[config.mk]
export PLATFORM = sky130hd
export DESIGN_NAME = route_input_buffer
export DESIGN_NICKNAME = d
export VERILOG_FILES = /design/src/rtl/route_input_buffer_pkg.sv /design/src/rtl/route_input_buffer_fifo.sv /design/src/rtl/route_input_buffer.sv
export SDC_FILE = /design/constraint.sdc
export NUM_CORES = 1
export LEC_CHECK = 0
export CAP_MARGIN = 15
export CORE_UTILIZATION = 50
export DETAILED_ROUTE_END_ITERATION = 8
export PLACE_DENSITY = 0.84
export SLEW_MARGIN = 25
export SYNTH_ARGS = -nofsm -noshare
export SYNTH_HDL_FRONTEND = slang
export SYNTH_SLANG_ARGS = --single-unit
export TNS_END_PERCENT = 30
[constraint.sdc]
create_clock -name clk -period 2.86 [get_ports clk]
set_clock_uncertainty 0.15 [all_clocks]
set_input_delay 0.286 -clock clk [delete_from_list [all_inputs] [get_ports clk]]
set_output_delay 0.286 -clock clk [all_outputs]
set_load 0.01 [all_outputs]
[src/rtl/route_input_buffer_pkg.sv]
// Shared NoC definitions: flit field offsets, router port indices,
// input-buffer FSM encoding and retry defaults.
package route_input_buffer_pkg;

  localparam int TILE_BITS_DEF  = 2;
  localparam int LOCAL_BITS_DEF = 2;
  localparam int MAX_RETRY_DEF  = 4;
  localparam int VC_BITS        = 2;

  typedef enum logic [1:0] {
    S_IDLE    = 2'd0,
    S_REQ     = 2'd1,
    S_BACKOFF = 2'd2
  } state_e;

  typedef enum logic [2:0] {
    PORT_LOCAL = 3'd0,
    PORT_EAST  = 3'd1,
    PORT_WEST  = 3'd2,
    PORT_NORTH = 3'd3,
    PORT_SOUTH = 3'd4
  } port_e;

  // Field LSBs, packed upward from dest_ly at bit 0.
  function automatic int ly_lsb();
    return 0;
  endfunction

  function automatic int lx_lsb(int lb);
    return lb;
  endfunction

  function automatic int ty_lsb(int lb);
    return 2 * lb;
  endfunction

  function automatic int tx_lsb(int tb, int lb);
    return 2 * lb + tb;
  endfunction

  function automatic int vc_lsb(int tb, int lb);
    return 2 * lb + 2 * tb;
  endfunction

endpackage

[src/rtl/route_input_buffer_fifo.sv]
// Flit FIFO with extra-bit wrap pointers; storage is not cleared,
// the pointers alone define what is valid.
module sync_fifo #(
  parameter int FLIT_W = 32,
  parameter int DEPTH  = 4
) (
  input  logic                     clk,
  input  logic                     rst,
  input  logic                     push,
  input  logic [FLIT_W-1:0]        wdata,
  input  logic                     pop,
  output logic [FLIT_W-1:0]        rdata,
  output logic                     full,
  output logic                     empty,
  output logic [$clog2(DEPTH):0]   count
);

  localparam int AW = $clog2(DEPTH);

  logic [AW:0]       wptr_q, wptr_d;
  logic [AW:0]       rptr_q, rptr_d;
  logic [FLIT_W-1:0] mem_q [DEPTH];

  always_comb begin
    wptr_d = wptr_q;
    rptr_d = rptr_q;
    if (push) wptr_d = wptr_q + (AW+1)'(1);
    if (pop)  rptr_d = rptr_q + (AW+1)'(1);
  end

  always_ff @(posedge clk) begin
    if (rst) begin
      wptr_q <= '0;
      rptr_q <= '0;
    end else begin
      wptr_q <= wptr_d;
      rptr_q <= rptr_d;
    end
  end

  always_ff @(posedge clk) begin
    if (push) mem_q[wptr_q[AW-1:0]] <= wdata;
  end

  assign rdata = mem_q[rptr_q[AW-1:0]];
  assign empty = (wptr_q == rptr_q);
  assign full  = (wptr_q[AW] != rptr_q[AW]) &&
                 (wptr_q[AW-1:0] == rptr_q[AW-1:0]);
  assign count = wptr_q - rptr_q;

endmodule

[src/rtl/route_input_buffer.sv]
// Router input buffer: queues flits, presents the head to route compute,
// forwards on grant, backs off on retry and drops after repeated retries.
module route_input_buffer
  import route_input_buffer_pkg::*;
#(
  parameter int TILE_BITS  = TILE_BITS_DEF,
  parameter int LOCAL_BITS = LOCAL_BITS_DEF,
  parameter int FLIT_W     = 32,
  parameter int DEPTH      = 4,
  parameter int MAX_RETRY  = MAX_RETRY_DEF
) (
  input  logic                  clk,
  input  logic                  rst,
  input  logic                  in_valid,
  output logic                  in_ready,
  input  logic [FLIT_W-1:0]     in_flit,
  output logic                  pkt_valid,
  output logic [TILE_BITS-1:0]  dest_tile_x,
  output logic [TILE_BITS-1:0]  dest_tile_y,
  output logic [LOCAL_BITS-1:0] dest_lx,
  output logic [LOCAL_BITS-1:0] dest_ly,
  output logic [1:0]            vc_class,
  input  logic                  retry,
  input  logic                  grant,
  output logic                  out_valid,
  output logic [FLIT_W-1:0]     out_flit,
  output logic                  drop_pulse,
  output logic [2:0]            retry_cnt
);

  localparam int AW  = $clog2(DEPTH);
  localparam int LY  = ly_lsb();
  localparam int LX  = lx_lsb(LOCAL_BITS);
  localparam int TY  = ty_lsb(LOCAL_BITS);
  localparam int TX  = tx_lsb(TILE_BITS, LOCAL_BITS);
  localparam int VC  = vc_lsb(TILE_BITS, LOCAL_BITS);

  logic              push;
  logic              pop;
  logic              full;
  logic              empty;
  logic [AW:0]       count;
  logic [FLIT_W-1:0] head;
  logic [FLIT_W-1:0] head_v;
  logic              last_retry;
  logic              more;

  state_e            state_q, state_d;
  logic [2:0]        retry_cnt_q, retry_cnt_d;
  logic [2:0]        timer_q, timer_d;
  logic              out_valid_q, out_valid_d;
  logic              drop_q, drop_d;
  logic [FLIT_W-1:0] out_flit_q, out_flit_d;

  sync_fifo #(
    .FLIT_W (FLIT_W),
    .DEPTH  (DEPTH)
  ) u_fifo (
    .clk   (clk),
    .rst   (rst),
    .push  (push),
    .wdata (in_flit),
    .pop   (pop),
    .rdata (head),
    .full  (full),
    .empty (empty),
    .count (count)
  );

  assign in_ready = !full;
  assign push     = in_valid && !full;
  assign head_v   = empty ? '0 : head;

  assign dest_ly     = head_v[LY +: LOCAL_BITS];
  assign dest_lx     = head_v[LX +: LOCAL_BITS];
  assign dest_tile_y = head_v[TY +: TILE_BITS];
  assign dest_tile_x = head_v[TX +: TILE_BITS];
  assign vc_class    = head_v[VC +: VC_BITS];

  assign pkt_valid  = (state_q == S_REQ);
  assign last_retry = (retry_cnt_q == 3'(MAX_RETRY - 1));
  // A same-cycle push keeps the buffer non-empty after the pop.
  assign more       = (count > (AW+1)'(1)) || push;

  always_comb begin
    state_d     = state_q;
    retry_cnt_d = retry_cnt_q;
    timer_d     = timer_q;
    out_valid_d = 1'b0;
    drop_d      = 1'b0;
    out_flit_d  = out_flit_q;
    pop         = 1'b0;
    unique case (state_q)
      S_IDLE: begin
        if (!empty) state_d = S_REQ;
      end
      S_REQ: begin
        if (grant || (retry && last_retry)) begin
          pop         = 1'b1;
          out_valid_d = grant;
          drop_d      = !grant;
          if (grant) out_flit_d = head;
          retry_cnt_d = 3'd0;
          state_d     = more ? S_REQ : S_IDLE;
        end else if (retry) begin
          retry_cnt_d = retry_cnt_q + 3'd1;
          timer_d     = retry_cnt_q + 3'd1;
          state_d     = S_BACKOFF;
        end
      end
      S_BACKOFF: begin
        timer_d = timer_q - 3'd1;
        if (timer_q == 3'd1) state_d = S_REQ;
      end
      default: state_d = S_IDLE;
    endcase
  end

  always_ff @(posedge clk) begin
    if (rst) begin
      state_q     <= S_IDLE;
      retry_cnt_q <= 3'd0;
      timer_q     <= 3'd0;
      out_valid_q <= 1'b0;
      drop_q      <= 1'b0;
      out_flit_q  <= '0;
    end else begin
      state_q     <= state_d;
      retry_cnt_q <= retry_cnt_d;
      timer_q     <= timer_d;
      out_valid_q <= out_valid_d;
      drop_q      <= drop_d;
      out_flit_q  <= out_flit_d;
    end
  end

  assign out_valid  = out_valid_q;
  assign drop_pulse = drop_q;
  assign out_flit   = out_flit_q;
  assign retry_cnt  = retry_cnt_q;

endmodule
==> metrics <==
cells on worst reg2reg path 6; wire per inst approximately 19 microns; Clock Power Share about 32%; mapped cell area 6828 sq um; CTS H-tree depth 4; DP Area 7913 sq um; average instance area after synthesis approximately 16 sq um; Max Cap Viol 0; crit path capture dest_ly[0]; GRT overflow 0; Layout Nets 584; Setup crit start u_fifo.rptr_q[1]$_SDFFE_PP0P_; detailed-router iteration count before antenna repair 6; combinational power share between 20% and 30%; sequential share of power a little under half; Worst path max stage delay approximately 0.57 ns; ANT cells 0; Clock Latency Late Sink about 0.42 ns; Tot GR Track Use around a fifth; Yosys reg bits between 150 and 200; status complete, no violations; syn nets 489; EDFF count, synth about 130; IO Count between 80 and 90; vias in the first global route around 4100; Residual DRC 0; Worst-path clk slew roughly 0.060 ns; first-pass GRT wire length between 20000 and 25000 microns; CTS buffer count 17; Post-CTS Hold Buffers 0; Root Buffer clkbuf_16; Pint ~4.8 mW; Critical Path Stages 6; R2R Path Start u_fifo.rptr_q[1]$_SDFFE_PP0P_; Initial Util around 51%; Critical Path Source Type flip-flop; Die Width 118.9 microns; yosys warns 0; Critical Path, Cell by Cell inv_1 > ha_1 > nand2_1 > nor2_4 > nor2b_1 > clkdlybuf4s50_1; top post-synthesis cells by area edfxtp_1 56%, dfxtp_1 15%, mux4_2 11%; Buf/Inv on CP 2; Worst-Margin Slew around 0.99 ns; Max VDD drop around 0.47 mV; Critical Path RT 2.42 ns; Overall Power between 6 and 7 mW; P_leak 2.771 nW; Pwr Density between 700 and 800 nW/um^2; vias per inst 5.476; Final Hold Vio Count 0; crit end category output pin; Slew headroom roughly a third; input/output buffers 85; Post-Route Utilization roughly 64%; Synth top area share between 50% and 60%; Slew Limit Fails 0; Area growth, synth to finish 23.82%; crit-path leading delay family buffers and inverters; routed vias 3943; crit share post-route 95.06%; # setup viols final 0; Sw Share between 20% and 30%; Post-synth top cells 128 x edfxtp_1, 70 x nand2_1, 50 x dfxtp_1; DP Worst Slack 0.1118 ns; post-synthesis sequential area ratio a little over 70%; Syn Inst Count approximately 440; asr flop ratio synth 0%; Tmin final between 2 and 3 ns; R2R setup slack roughly 0.51 ns; CTS Sinks around 180; r2r endpoint u_fifo.mem_q[3][10]$_DFFE_PP_; layout cell share with drive strength beyond 1 15.07%; post-route cell area 8454 sq um; critical path's slowest cell clkdlybuf4s50_1; Synth cell types 40; postcts setup bufs 0; largest net degree at the start of global routing 52; DR iter-0 viols between 300 and 400; FMAX between 300 and 400 MHz; kind of critical path flip-flop to output pin; clock buffer depth 2; HP Class flip-flop to flip-flop; critical path fanouts, max 10; initial antenna violation count 0; Arrival @ worst endpoint about 2.3 ns; Die H about 120 microns; final WL ~13000 microns; DPL Wire Length around 8500 microns; Synth area leader edfxtp_1; die area 14130 sq um; post-route setup TNS 0 ns; Main synth FF type edfxtp_1; num rows between 40 and 50; placer's final routability congestion estimate 0.7794; RSZ-0062 raised after global routing no; post-route ant nets 0; worst setup margin around 0.14 ns; Sw Pwr between 1.5 and 2 mW; most frequent cell after synthesis edfxtp_1; CTS tree built; core region area about 13000 sq um; Hold Path Origin out_flit[7]$_SDFFE_PP0P_
==> stage by stage <==
stage,hold slack (ns),std cells
after floorplan,0.2349,436
after global placement,0.2918,688
after detailed placement,0.2975,688
after CTS,0.3054,720
after global routing,0.3302,720
final,0.3060,720
==> layer usage <==
metal  vias up  track usage (%)  wire length (microns)
met3        20            6.130                    771
met2       139            35.09                   7024
met4         0            9.652                    258
li1       1818                -                      -
met5         -                0                      0
met1      1966            23.49                   5332
==> cells in the final DEF (no fill, tap or decap), drive strengths merged, types with 2 or more instances in the layout <==
cell type,instances
and2,5
a21oi,38
dfxtp,50
nor4,2
edfxtp,128
nand2,71
inv,10
ha,15
nor4b,2
clkdlybuf4s50,84
mux4,32
buf,14
clkinvlp,4
nand3,5
or4,2
xor2,3
clkinv,4
nor2b,10
mux2i,2
xnor2,2
o21ai,3
nand2b,3
nor2,16
clkbuf,22
o21a,2
==> worst register-to-register path, cell delays in order, from the launching register on <==
cell and delay (ns):
dfxtp_1 0.41, inv_1 0.07, ha_1 0.33, nand2_1 0.16
o21a_1 0.27, and2_2 0.41, buf_12 0.25
==> timing repair <==
item / 4_1_cts / 5_1_grt
setup endpoints to repair: 10 / 1
resized for setup: 2 / 1
endpoints found under the hold margin: 0 / 0
pin swaps: 0 / 0
gates cloned: 0 / 0
==> worst min path at each step <==
stage                                   endpoint  slack (ns)  cells past startpoint
finish                  out_flit[7]$_SDFFE_PP0P_        0.31                      2
detailed placement     out_flit[19]$_SDFFE_PP0P_        0.30                      2
floorplan           u_fifo.mem_q[0][0]$_DFFE_PP_        0.23                      0
CTS                    out_flit[19]$_SDFFE_PP0P_        0.31                      2
global route           out_flit[15]$_SDFFE_PP0P_        0.33                      2
global placement        out_flit[5]$_SDFFE_PP0P_        0.29                      2
==> kinds of logic (layout without fill, tap and decap cells) <==
group / after synthesis / in the layout / synth area share [%]
compound gates: 53 / 53 / 4.581
xor+xnor: 5 / 5 / 0.6415
fa+ha+maj: 16 / 16 / 3.042
buf+inv: 31 / 139 / 2.126
flops: 178 / 178 / 70.95
mux: 34 / 34 / 10.85
simple gates: 119 / 119 / 7.806
==> area by class of cell <==
type                            count  area [sq um]
Sequential cell                   178          4848
Fill cell                         919          4841
Multi-Input combinational cell    227          1851
Timing Repair Buffer               98         968.4
Clock buffer                       22         444.2
Tap cell                          176         220.2
Clock inverter                     10         88.84
Inverter                            9         33.78
==> power by group through the flow <==
stage	Combinational, mW	Sequential [mW]	Clock (mW)
final	1.32	3.09	2.11
after global routing	1.43	3.11	2.25
after CTS	1.33	3.09	2.13
after detailed placement	1.31	3.14	0
after global placement	1.27	3.12	0
after floorplan	0.777	3.12	0
==> flip-flops by register name (all words and copies together), names as in the netlist, named ones only <==
signal         count
out_valid          1
out_flit          32
retry_cnt          3
u_fifo.wptr_q      3
timer_q            3
u_fifo.rptr_q      3
state_q            2
drop_pulse         1
u_fifo.mem_q     128
Power figures use the tool's default switching activity.
